$ cat config.mk
export PLATFORM = sky130hd
export DESIGN_NAME = div_serial_arb
export DESIGN_NICKNAME = d
export VERILOG_FILES = /design/src/rtl/div_serial_arb_pkg.sv /design/src/rtl/div_serial.sv /design/src/rtl/div_serial_arb.sv
export SDC_FILE = /design/constraint.sdc
export NUM_CORES = 1
export LEC_CHECK = 0
export ABC_AREA = 1
export BUFFER_PORTS_ARGS = -buffer_cell sky130_fd_sc_hd__buf_4
export CORE_MARGIN = 2
export CORE_UTILIZATION = 55
export CTS_BUF_LIST = sky130_fd_sc_hd__clkbuf_2
export CTS_CLUSTER_DIAMETER = 200
export DETAILED_ROUTE_END_ITERATION = 8
export PLACE_DENSITY = 0.81
export SLEW_MARGIN = 25
export SYNTH_ARGS = -nofsm -noshare
export SYNTH_HDL_FRONTEND = slang
export SYNTH_HIERARCHICAL = 1
export SYNTH_SLANG_ARGS = --single-unit
$ cat constraint.sdc
create_clock -name clk -period 8.6 [get_ports clk]
set_input_delay 1.29 -clock clk [delete_from_list [all_inputs] [get_ports clk]]
set_output_delay 1.29 -clock clk [all_outputs]
set_load 0.1 [all_outputs]
$ cat src/rtl/div_serial_arb_pkg.sv
// Shared types and helpers for the div_serial_arb slice: FSM state encoding
// and the requester-id width calculation.
package div_serial_arb_pkg;

  typedef enum logic [1:0] {
    ST_IDLE  = 2'd0,
    ST_START = 2'd1,
    ST_WAIT  = 2'd2,
    ST_RESP  = 2'd3
  } arb_state_t;

  function automatic int unsigned id_width(input int unsigned n);
    return (n < 2) ? 1 : $clog2(n);
  endfunction

endpackage

$ cat src/rtl/div_serial.sv
// Unsigned restoring serial divider: one quotient bit per cycle, DATA_W cycles
// after start. done stays high from completion until the next start.
module div_serial #(
  parameter int unsigned DATA_W = 32
) (
  input  logic              clk,
  input  logic              rst,
  input  logic              start,
  input  logic [DATA_W-1:0] dividend,
  input  logic [DATA_W-1:0] divisor,
  output logic              done,
  output logic [DATA_W-1:0] quotient,
  output logic [DATA_W-1:0] remainder
);

  localparam int unsigned CNT_W = $clog2(DATA_W + 1);

  logic [DATA_W-1:0] rem_q;
  logic [DATA_W-1:0] quo_q;
  logic [DATA_W-1:0] dvs_q;
  logic [CNT_W-1:0]  cnt_q;
  logic              done_q;

  logic [DATA_W:0]   shifted;
  logic [DATA_W-1:0] diff;
  logic              ge;

  // One restoring step; the extra top bit keeps the >= compare exact.
  always_comb begin
    shifted = {rem_q, quo_q[DATA_W-1]};
    ge      = (shifted >= {1'b0, dvs_q});
    diff    = shifted[DATA_W-1:0] - dvs_q;
  end

  always_ff @(posedge clk) begin
    if (rst) begin
      rem_q  <= '0;
      quo_q  <= '0;
      dvs_q  <= '0;
      cnt_q  <= '0;
      done_q <= 1'b0;
    end else if (start) begin
      rem_q  <= '0;
      quo_q  <= dividend;
      dvs_q  <= divisor;
      cnt_q  <= CNT_W'(DATA_W);
      done_q <= 1'b0;
    end else if (cnt_q != '0) begin
      rem_q <= ge ? diff : shifted[DATA_W-1:0];
      quo_q <= {quo_q[DATA_W-2:0], ge};
      cnt_q <= cnt_q - CNT_W'(1);
      if (cnt_q == CNT_W'(1)) begin
        done_q <= 1'b1;
      end
    end
  end

  assign done      = done_q;
  assign quotient  = quo_q;
  assign remainder = rem_q;

endmodule

$ cat src/rtl/div_serial_arb.sv
// Round-robin front end sharing one div_serial core among N_REQ requesters;
// divide-by-zero is answered locally without starting the core.
module div_serial_arb
  import div_serial_arb_pkg::*;
#(
  parameter  int unsigned DATA_W = 32,
  parameter  int unsigned N_REQ  = 4,
  localparam int unsigned ID_W   = id_width(N_REQ)
) (
  input  logic                    clk,
  input  logic                    rst,
  input  logic [N_REQ-1:0]        req_valid,
  output logic [N_REQ-1:0]        req_ready,
  input  logic [N_REQ*DATA_W-1:0] req_dividend,
  input  logic [N_REQ*DATA_W-1:0] req_divisor,
  output logic                    rsp_valid,
  input  logic                    rsp_ready,
  output logic [ID_W-1:0]         rsp_id,
  output logic [DATA_W-1:0]       rsp_quotient,
  output logic [DATA_W-1:0]       rsp_remainder,
  output logic                    rsp_dz,
  output logic                    busy
);

  arb_state_t        state_q, state_d;
  logic [ID_W-1:0]   rr_q, rr_d;
  logic [DATA_W-1:0] opa_q, opa_d;
  logic [DATA_W-1:0] opb_q, opb_d;
  logic              rsp_valid_d;
  logic [ID_W-1:0]   rsp_id_d;
  logic [DATA_W-1:0] rsp_quotient_d;
  logic [DATA_W-1:0] rsp_remainder_d;
  logic              rsp_dz_d;

  logic              gnt_found;
  logic [ID_W-1:0]   gnt_idx;
  logic [DATA_W-1:0] gnt_dividend;
  logic [DATA_W-1:0] gnt_divisor;

  logic              core_start;
  logic              core_done;
  logic [DATA_W-1:0] core_quo;
  logic [DATA_W-1:0] core_rem;

  // First valid requester at or after ptr, wrapping; MSB flags a hit.
  function automatic logic [ID_W:0] rr_pick(input logic [N_REQ-1:0] v,
                                            input logic [ID_W-1:0]  ptr);
    logic [ID_W:0] r;
    int            idx;
    r = '0;
    for (int i = 0; i < int'(N_REQ); i++) begin
      idx = (int'(ptr) + i) % int'(N_REQ);
      if (!r[ID_W] && v[idx]) begin
        r = {1'b1, ID_W'(idx)};
      end
    end
    return r;
  endfunction

  always_comb begin
    {gnt_found, gnt_idx} = rr_pick(req_valid, rr_q);
    gnt_dividend = req_dividend[int'(gnt_idx)*DATA_W +: DATA_W];
    gnt_divisor  = req_divisor[int'(gnt_idx)*DATA_W +: DATA_W];
  end

  // Next-state and datapath-register update.
  always_comb begin
    state_d         = state_q;
    rr_d            = rr_q;
    opa_d           = opa_q;
    opb_d           = opb_q;
    rsp_valid_d     = rsp_valid;
    rsp_id_d        = rsp_id;
    rsp_quotient_d  = rsp_quotient;
    rsp_remainder_d = rsp_remainder;
    rsp_dz_d        = rsp_dz;
    req_ready       = '0;
    core_start      = 1'b0;

    unique case (state_q)
      ST_IDLE: begin
        if (gnt_found) begin
          req_ready[gnt_idx] = 1'b1;
          opa_d    = gnt_dividend;
          opb_d    = gnt_divisor;
          rsp_id_d = gnt_idx;
          rr_d     = (gnt_idx == ID_W'(N_REQ - 1)) ? '0 : gnt_idx + ID_W'(1);
          if (gnt_divisor == '0) begin
            rsp_quotient_d  = '1;
            rsp_remainder_d = gnt_dividend;
            rsp_dz_d        = 1'b1;
            rsp_valid_d     = 1'b1;
            state_d         = ST_RESP;
          end else begin
            state_d = ST_START;
          end
        end
      end
      ST_START: begin
        core_start = 1'b1;
        state_d    = ST_WAIT;
      end
      // done seen in START is left over from the previous divide, so only WAIT looks at it.
      ST_WAIT: begin
        if (core_done) begin
          rsp_quotient_d  = core_quo;
          rsp_remainder_d = core_rem;
          rsp_dz_d        = 1'b0;
          rsp_valid_d     = 1'b1;
          state_d         = ST_RESP;
        end
      end
      ST_RESP: begin
        if (rsp_ready) begin
          rsp_valid_d = 1'b0;
          state_d     = ST_IDLE;
        end
      end
      default: state_d = ST_IDLE;
    endcase
  end

  always_ff @(posedge clk or posedge rst) begin
    if (rst) begin
      state_q       <= ST_IDLE;
      rr_q          <= '0;
      opa_q         <= '0;
      opb_q         <= '0;
      rsp_valid     <= 1'b0;
      rsp_id        <= '0;
      rsp_quotient  <= '0;
      rsp_remainder <= '0;
      rsp_dz        <= 1'b0;
    end else begin
      state_q       <= state_d;
      rr_q          <= rr_d;
      opa_q         <= opa_d;
      opb_q         <= opb_d;
      rsp_valid     <= rsp_valid_d;
      rsp_id        <= rsp_id_d;
      rsp_quotient  <= rsp_quotient_d;
      rsp_remainder <= rsp_remainder_d;
      rsp_dz        <= rsp_dz_d;
    end
  end

  assign busy = (state_q != ST_IDLE);

  div_serial #(
    .DATA_W (DATA_W)
  ) u_div (
    .clk       (clk),
    .rst       (rst),
    .start     (core_start),
    .dividend  (opa_q),
    .divisor   (opb_q),
    .done      (core_done),
    .quotient  (core_quo),
    .remainder (core_rem)
  );

endmodule

==> impl_metrics.yaml, run 1 <==
clock_network:
  cts_hold_buf: 0
  clk_latency_ns: 0.91
  cts_tree: "done"
  cts_buffers: 59
  clk_pin_slew_ns: 0.13
  cts_sinks: 239
  cts-htree-levels: 2
  cts.repair.resized: 0
  clockBufferDepth: 3
  cts_root_buffer: "clkbuf_2"
  cts_setup_buffers: 0
yosys:
  synth_flop_cell: "dfrtp_1"
  ys_ff_latch: 239
  synth_fp_nets: 2595
  synth_area_leader_cell: "dfrtp_1"
  synth_seq_area_share_pct: 36.0
  synth_cell_types: 44
  synth_top_area_share_pct: 22.4
  syn_area_um2: 15200
  yosysWarnings: 6
  synth_area_per_cell_um2: 6.63
  synthTopCellsByArea: "dfrtp_1 22%, nand2_1 21%, dfxtp_1 14%"
  ys_async_sr_fraction_pct: 56.9
  synth_edf_count: 0
  syn-instance-count: 2289
layout:
  drive_above_1_share_pct: 19.8
  nets: 2871
  syn2layout_area_growth_pct: 19.2
  nFillCells: 2448
  utilization_pct: 66.9
  multi_input_area_um2: 8160
  regArea_um2: 5470
  instances_no_fill: 2958
critical_path:
  r2r-start: "rr_q[0]"
  arrival_ns: 4.64
  reg2reg_to: "rsp_remainder[14]"
  r2r_cells: 21
  required_ns: 7.31
  worst-r2r-setup-slack_ns: 3.54
  worst_setup_path_start_kind: "flip-flop"
  critPathKind: "flip-flop to output port"
  cp_max_fo: 95
  cp-end-kind: "output port"
global_route:
  grt_max_degree: 96
  globalRouteOverflowTotal: 0
  grt_first_pass_wirelength_um: 74300
  grt_usage_pct: 32.2
  antenna_found_initial: 1
  grt_pass1_vias: 14981
die:
  ios: 336
  coreArea_um2: 27000
  die_w_um: 170
  die-area_um2: 28900
  die_y_um: 170
  fp-row-count: 60
  initial_utilization_pct: 56.2
timing:
  fin_crit_sh_pct: 68.9
  setup_viol: 0
  tightest_slew_ns: 1.02
  period_needed_ns: 5.93
  clock-skew-final_ns: 0.107
  rsz0062_at_grt: "no"
  relSlewSlack_pct: 31.9
  fmax_mhz: 169
  maxSlewViolCount: 0
  fin_setup_tns_ns: 0
  hold_viol: 0
route:
  viasPerCell: 5.41
  vias: 16017
  drtAntennaViolNets: 0
  first_pass_iters: 6
  wirelength_um: 47500
  route.detailed.drc: 0
  drtIter0Drc: 1379
  routedWlPerCell_um: 16.1
run:
  maxCapViolCount: 0
placement:
  hpwlAfterDp_um: 36400
  dp.cells: 2845
  port_buffers: 335
  place_congestion: 0.996
min_path:
  hold_class: "flip-flop to flip-flop"
  whs_path_depth: 2
  holdPathEnd: "u_div/quotient[17]"
  hp-start: "u_div/quotient[16]"
outcome:
  status: "finished clean"
## cell type report
| type | instances | area share [%] |
|---|---|---|
| well taps | 341 | 2.36 |
| clock inverters | 18 | 0.450 |
| multi-input cells | 1684 | 45.1 |
| flip-flops and latches | 239 | 30.2 |
| diodes | 1 | 0.0138 |
| repair buffers | 343 | 14.3 |
| clock buffers | 94 | 2.60 |
| inverters | 238 | 4.98 |
## registers in the layout (all words and copies together) (netlist names)
register and flops:
opb_q 32, rsp_dz 1, rsp_id 2, rsp_valid 1, u_div/cnt_q 6, u_div/remainder 32, state_q 2, opa_q 32
u_div/dvs_q 32, rsp_quotient 32, u_div/quotient 32, u_div/done 1, rsp_remainder 32, rr_q 2
## worst max-delay path by stage
stage,start,to,depth (start not counted)
floorplan,req_valid[3],req_ready[0],15
global placement,req_valid[3],rsp_dz,21
detailed placement,req_valid[2],rsp_quotient[24],21
CTS,rr_q[0],req_ready[0],13
global route,rr_q[0],req_ready[0],13
finish,rr_q[0],req_ready[0],13
## critical path, cell delays in order, from the launching register on
cell and delay (ns):
dfrtp_1 0.60, inv_2 0.14, nand2_1 0.10, nand2_2 0.10
nand2_1 0.07, nand2_1 0.07, a21oi_1 0.16, nand2_2 0.39
nand2_4 0.55, buf_4 0.74, ha_1 0.27, inv_1 0.04
nor2_1 0.10, buf_4 0.32
## cells by family (layout without fill, tap and decap cells)
group           after synthesis  count (layout)  share of synthesized area (%)
xor+xnor                     15              15                          0.866
flops                       239             239                           36.0
simple gates               1280            1280                           35.8
compound gates              346             346                           13.4
buf+inv                     366             693                           10.4
fa+ha+maj                    43              43                           3.59
other cells                   0               1                              0
## through the flow
| stage | setup slack (ns) | area, µm² | hold WS, ns |
|---|---|---|---|
| floorplan | 3.11 | 15200 | 0.433 |
| global placement | 2.72 | 17500 | 0.447 |
| detailed placement | 2.86 | 17500 | 0.450 |
| CTS | 2.64 | 18100 | 0.427 |
| global route | 2.26 | 18100 | 0.482 |
| finish | 2.67 | 18100 | 0.442 |
## routing by layer
metal,up-vias,track usage (%),wire (µm)
met5,-,0,0
met3,103,5.12,3540
met4,0,13.9,1820
li1,7972,-,-
met2,686,56.4,23000
met1,7256,39.1,19200
## cell usage after synthesis (2+ instances only)
| library cell | n |
|---|---|
| nand2_1 | 867 |
| inv_1 | 230 |
| nand3_1 | 230 |
| dfrtp_1 | 136 |
| o21ai_0 | 133 |
| dfxtp_1 | 103 |
| a21oi_1 | 96 |
| nor2_1 | 85 |
| clkbuf_1 | 60 |
| ha_1 | 42 |
| a31oi_1 | 36 |
| or2_2 | 34 |
| a32o_1 | 32 |
| buf_2 | 25 |
| buf_4 | 20 |
| nand3b_1 | 18 |
| a22oi_1 | 14 |
| xnor2_1 | 14 |
| buf_6 | 13 |
| o211ai_1 | 13 |
| o21ai_1 | 13 |
| nand4_1 | 11 |
| buf_1 | 10 |
| nand2_2 | 9 |
| inv_2 | 5 |
| nand3_2 | 5 |
| nor2_2 | 4 |
| nor2_4 | 4 |
| and2_1 | 3 |
| nor3_1 | 3 |
| o21bai_1 | 3 |
| clkinv_1 | 2 |
| nand2_4 | 2 |
| nor3_2 | 2 |
| nor4_1 | 2 |
| o21a_1 | 2 |
## cells in the final DEF (no fill, tap or decap), types with 4 or more instances in the layout
cell type	count
a21oi_1	96
a22oi_1	14
a31oi_1	36
a32o_1	32
buf_4	342
clkbuf_2	94
clkinv_1	15
dfrtp_1	136
dfxtp_1	103
ha_1	41
inv_1	227
inv_2	8
nand2_1	863
nand2_2	11
nand2_4	4
nand3_1	230
nand3_2	5
nand3b_1	18
nand4_1	11
nor2_1	85
nor2_2	4
nor2_4	4
o211ai_1	13
o21ai_0	133
o21ai_1	13
or2_2	34
xnor2_1	14
Power of run 1 is left out: the tool's default activity adds up to more than one toggle a clock period on the data nets, which glitch-free logic cannot reach.
==> inputs of run 2 (changes only) <==
==> constraint.sdc (replaced) <==
create_clock -name clk -period 5.7 [get_ports clk]
set_input_delay 0.855 -clock clk [delete_from_list [all_inputs] [get_ports clk]]
set_output_delay 0.855 -clock clk [all_outputs]
set_load 0.1 [all_outputs]
==> impl_metrics.yaml, run 2 (synthesized netlist as in run 1, its figures left out) <==
die:
  fp-row-count: 60
  ios: 336
  die-area_um2: 28900
  die_w_um: 170
  die_y_um: 170
  coreArea_um2: 27000
  initial_utilization_pct: 56.2
clock_network:
  cts_buffers: 55
  cts_tree: "done"
  cts_root_buffer: "clkbuf_2"
  clockBufferDepth: 3
  cts_setup_buffers: 0
  clk_pin_slew_ns: 0.11
  clk_latency_ns: 0.90
  cts-htree-levels: 2
  cts_sinks: 239
  cts.repair.resized: 0
  cts_hold_buf: 0
critical_path:
  slowest_stage: "dfrtp_1"
  critPathLaunch: "rr_q[0]"
  reg2reg_to: "rsp_remainder[2]"
  arrival_ns: 4.48
  critPathKind: "flip-flop to output port"
  worst_setup_path_start_kind: "flip-flop"
  r2r-start: "rr_q[0]"
  required_ns: 4.85
  cp_cell_sequence: "inv_2 > nand2_1 > nand2_2 > o21ai_1 > nand3_2 > nand2_4 > nand2_4 > inv_4 > buf_4 > ha_1 > inv_1 > nor2_1 > buf_4"
  worst-r2r-setup-slack_ns: 1.22
  cp-end-kind: "output port"
  crit_path_end: "req_ready[3]"
  cp_max_fo: 67
  slowest_delay_ns: 0.62
  r2r_cells: 21
timing:
  setup_viol: 0
  fin_setup_tns_ns: 0
  tightest_slew_ns: 0.995
  rsz0062_at_grt: "no"
  relSlewSlack_pct: 33.6
  fmax_mhz: 188
  fin_crit_sh_pct: 93.5
  clock-skew-final_ns: 0.0716
  maxSlewViolCount: 0
  hold_viol: 0
  period_needed_ns: 5.33
route:
  viasPerCell: 5.43
  drtAntennaViolNets: 0
  vias: 16061
  wirelength_um: 48100
  routedWlPerCell_um: 16.3
  route.detailed.drc: 0
  drtIter0Drc: 1245
  first_pass_iters: 6
layout:
  layout_commonest_cell: "nand2_1"
  regArea_um2: 5470
  multi_input_area_um2: 8150
  nets: 2874
  layout_common_cells: "863 x nand2_1, 350 x buf_4, 230 x nand3_1, 227 x inv_1, 136 x dfrtp_1"
  syn2layout_area_growth_pct: 19.2
  nFillCells: 2475
  drive_above_1_share_pct: 19.8
global_route:
  globalRouteOverflowTotal: 0
  grt_max_degree: 92
  antenna_found_initial: 1
  grt_first_pass_wirelength_um: 75100
  grt_usage_pct: 32.6
  grt_pass1_vias: 14917
run:
  maxCapViolCount: 0
min_path:
  hold_class: "input pin to asynchronous set/reset pin"
placement:
  hpwlAfterDp_um: 37300
  port_buffers: 335
  place_congestion: 0.970
outcome:
  status: "finished clean"
[run 2: how the worst min path moves through the flow]
stage,to,slack (ns),cells past startpoint
4_1_cts,opb_q[29],0.25,3
3_5_place_dp,rsp_remainder[0],0.46,2
5_1_grt,opb_q[29],0.27,3
2_1_floorplan,u_div/dvs_q[23],0.43,2
6_report,rsp_quotient[19],0.31,2
3_3_place_gp,rsp_quotient[14],0.46,2
[run 2: layout make-up]
class / count / share of cell area (%)
Clock buffer: 88 / 2.43
Sequential cell: 239 / 30.2
Inverter: 238 / 4.98
Antenna cell: 1 / 0.0138
Timing Repair Buffer: 350 / 14.5
Tap cell: 341 / 2.36
Clock inverter: 16 / 0.463
Multi-Input combinational cell: 1684 / 45.0
[run 2: per-stage QoR]
| step | hold slack [ns] | instances | instance area, µm² | setup slack, ns | utilization [%] |
|---|---|---|---|---|---|
| after CTS | 0.246 | 2956 | 18100 | 0.364 | 66.9 |
| after global routing | 0.272 | 2957 | 18100 | 0.00417 | 67.0 |
| final | 0.310 | 2957 | 18100 | 0.369 | 67.0 |
| after detailed placement | 0.460 | 2852 | 17600 | 1.06 | 65.0 |
| after global placement | 0.457 | 2852 | 17600 | 1.16 | 65.0 |
| after floorplan | 0.433 | 2289 | 15200 | 1.08 | - |
[run 2: per-layer routing]
metal,up-vias,part of all wire [%],global-route usage [%]
li1,7973,-,-
met1,7325,41,40.4
met2,661,49,57.2
met3,102,6.7,4.65
met4,0,3.5,12.9
met5,-,0,0
[run 2: worst max-delay path: cells and delay by family (launching register included)]
kind | cells | cell delay [ns]
simple gates | 6 | 1.07
compound gates | 1 | 0.26
buf+inv | 5 | 1.37
flops | 1 | 0.62
fa+ha+maj | 1 | 0.26
Power of run 2 is left out for the same reason.
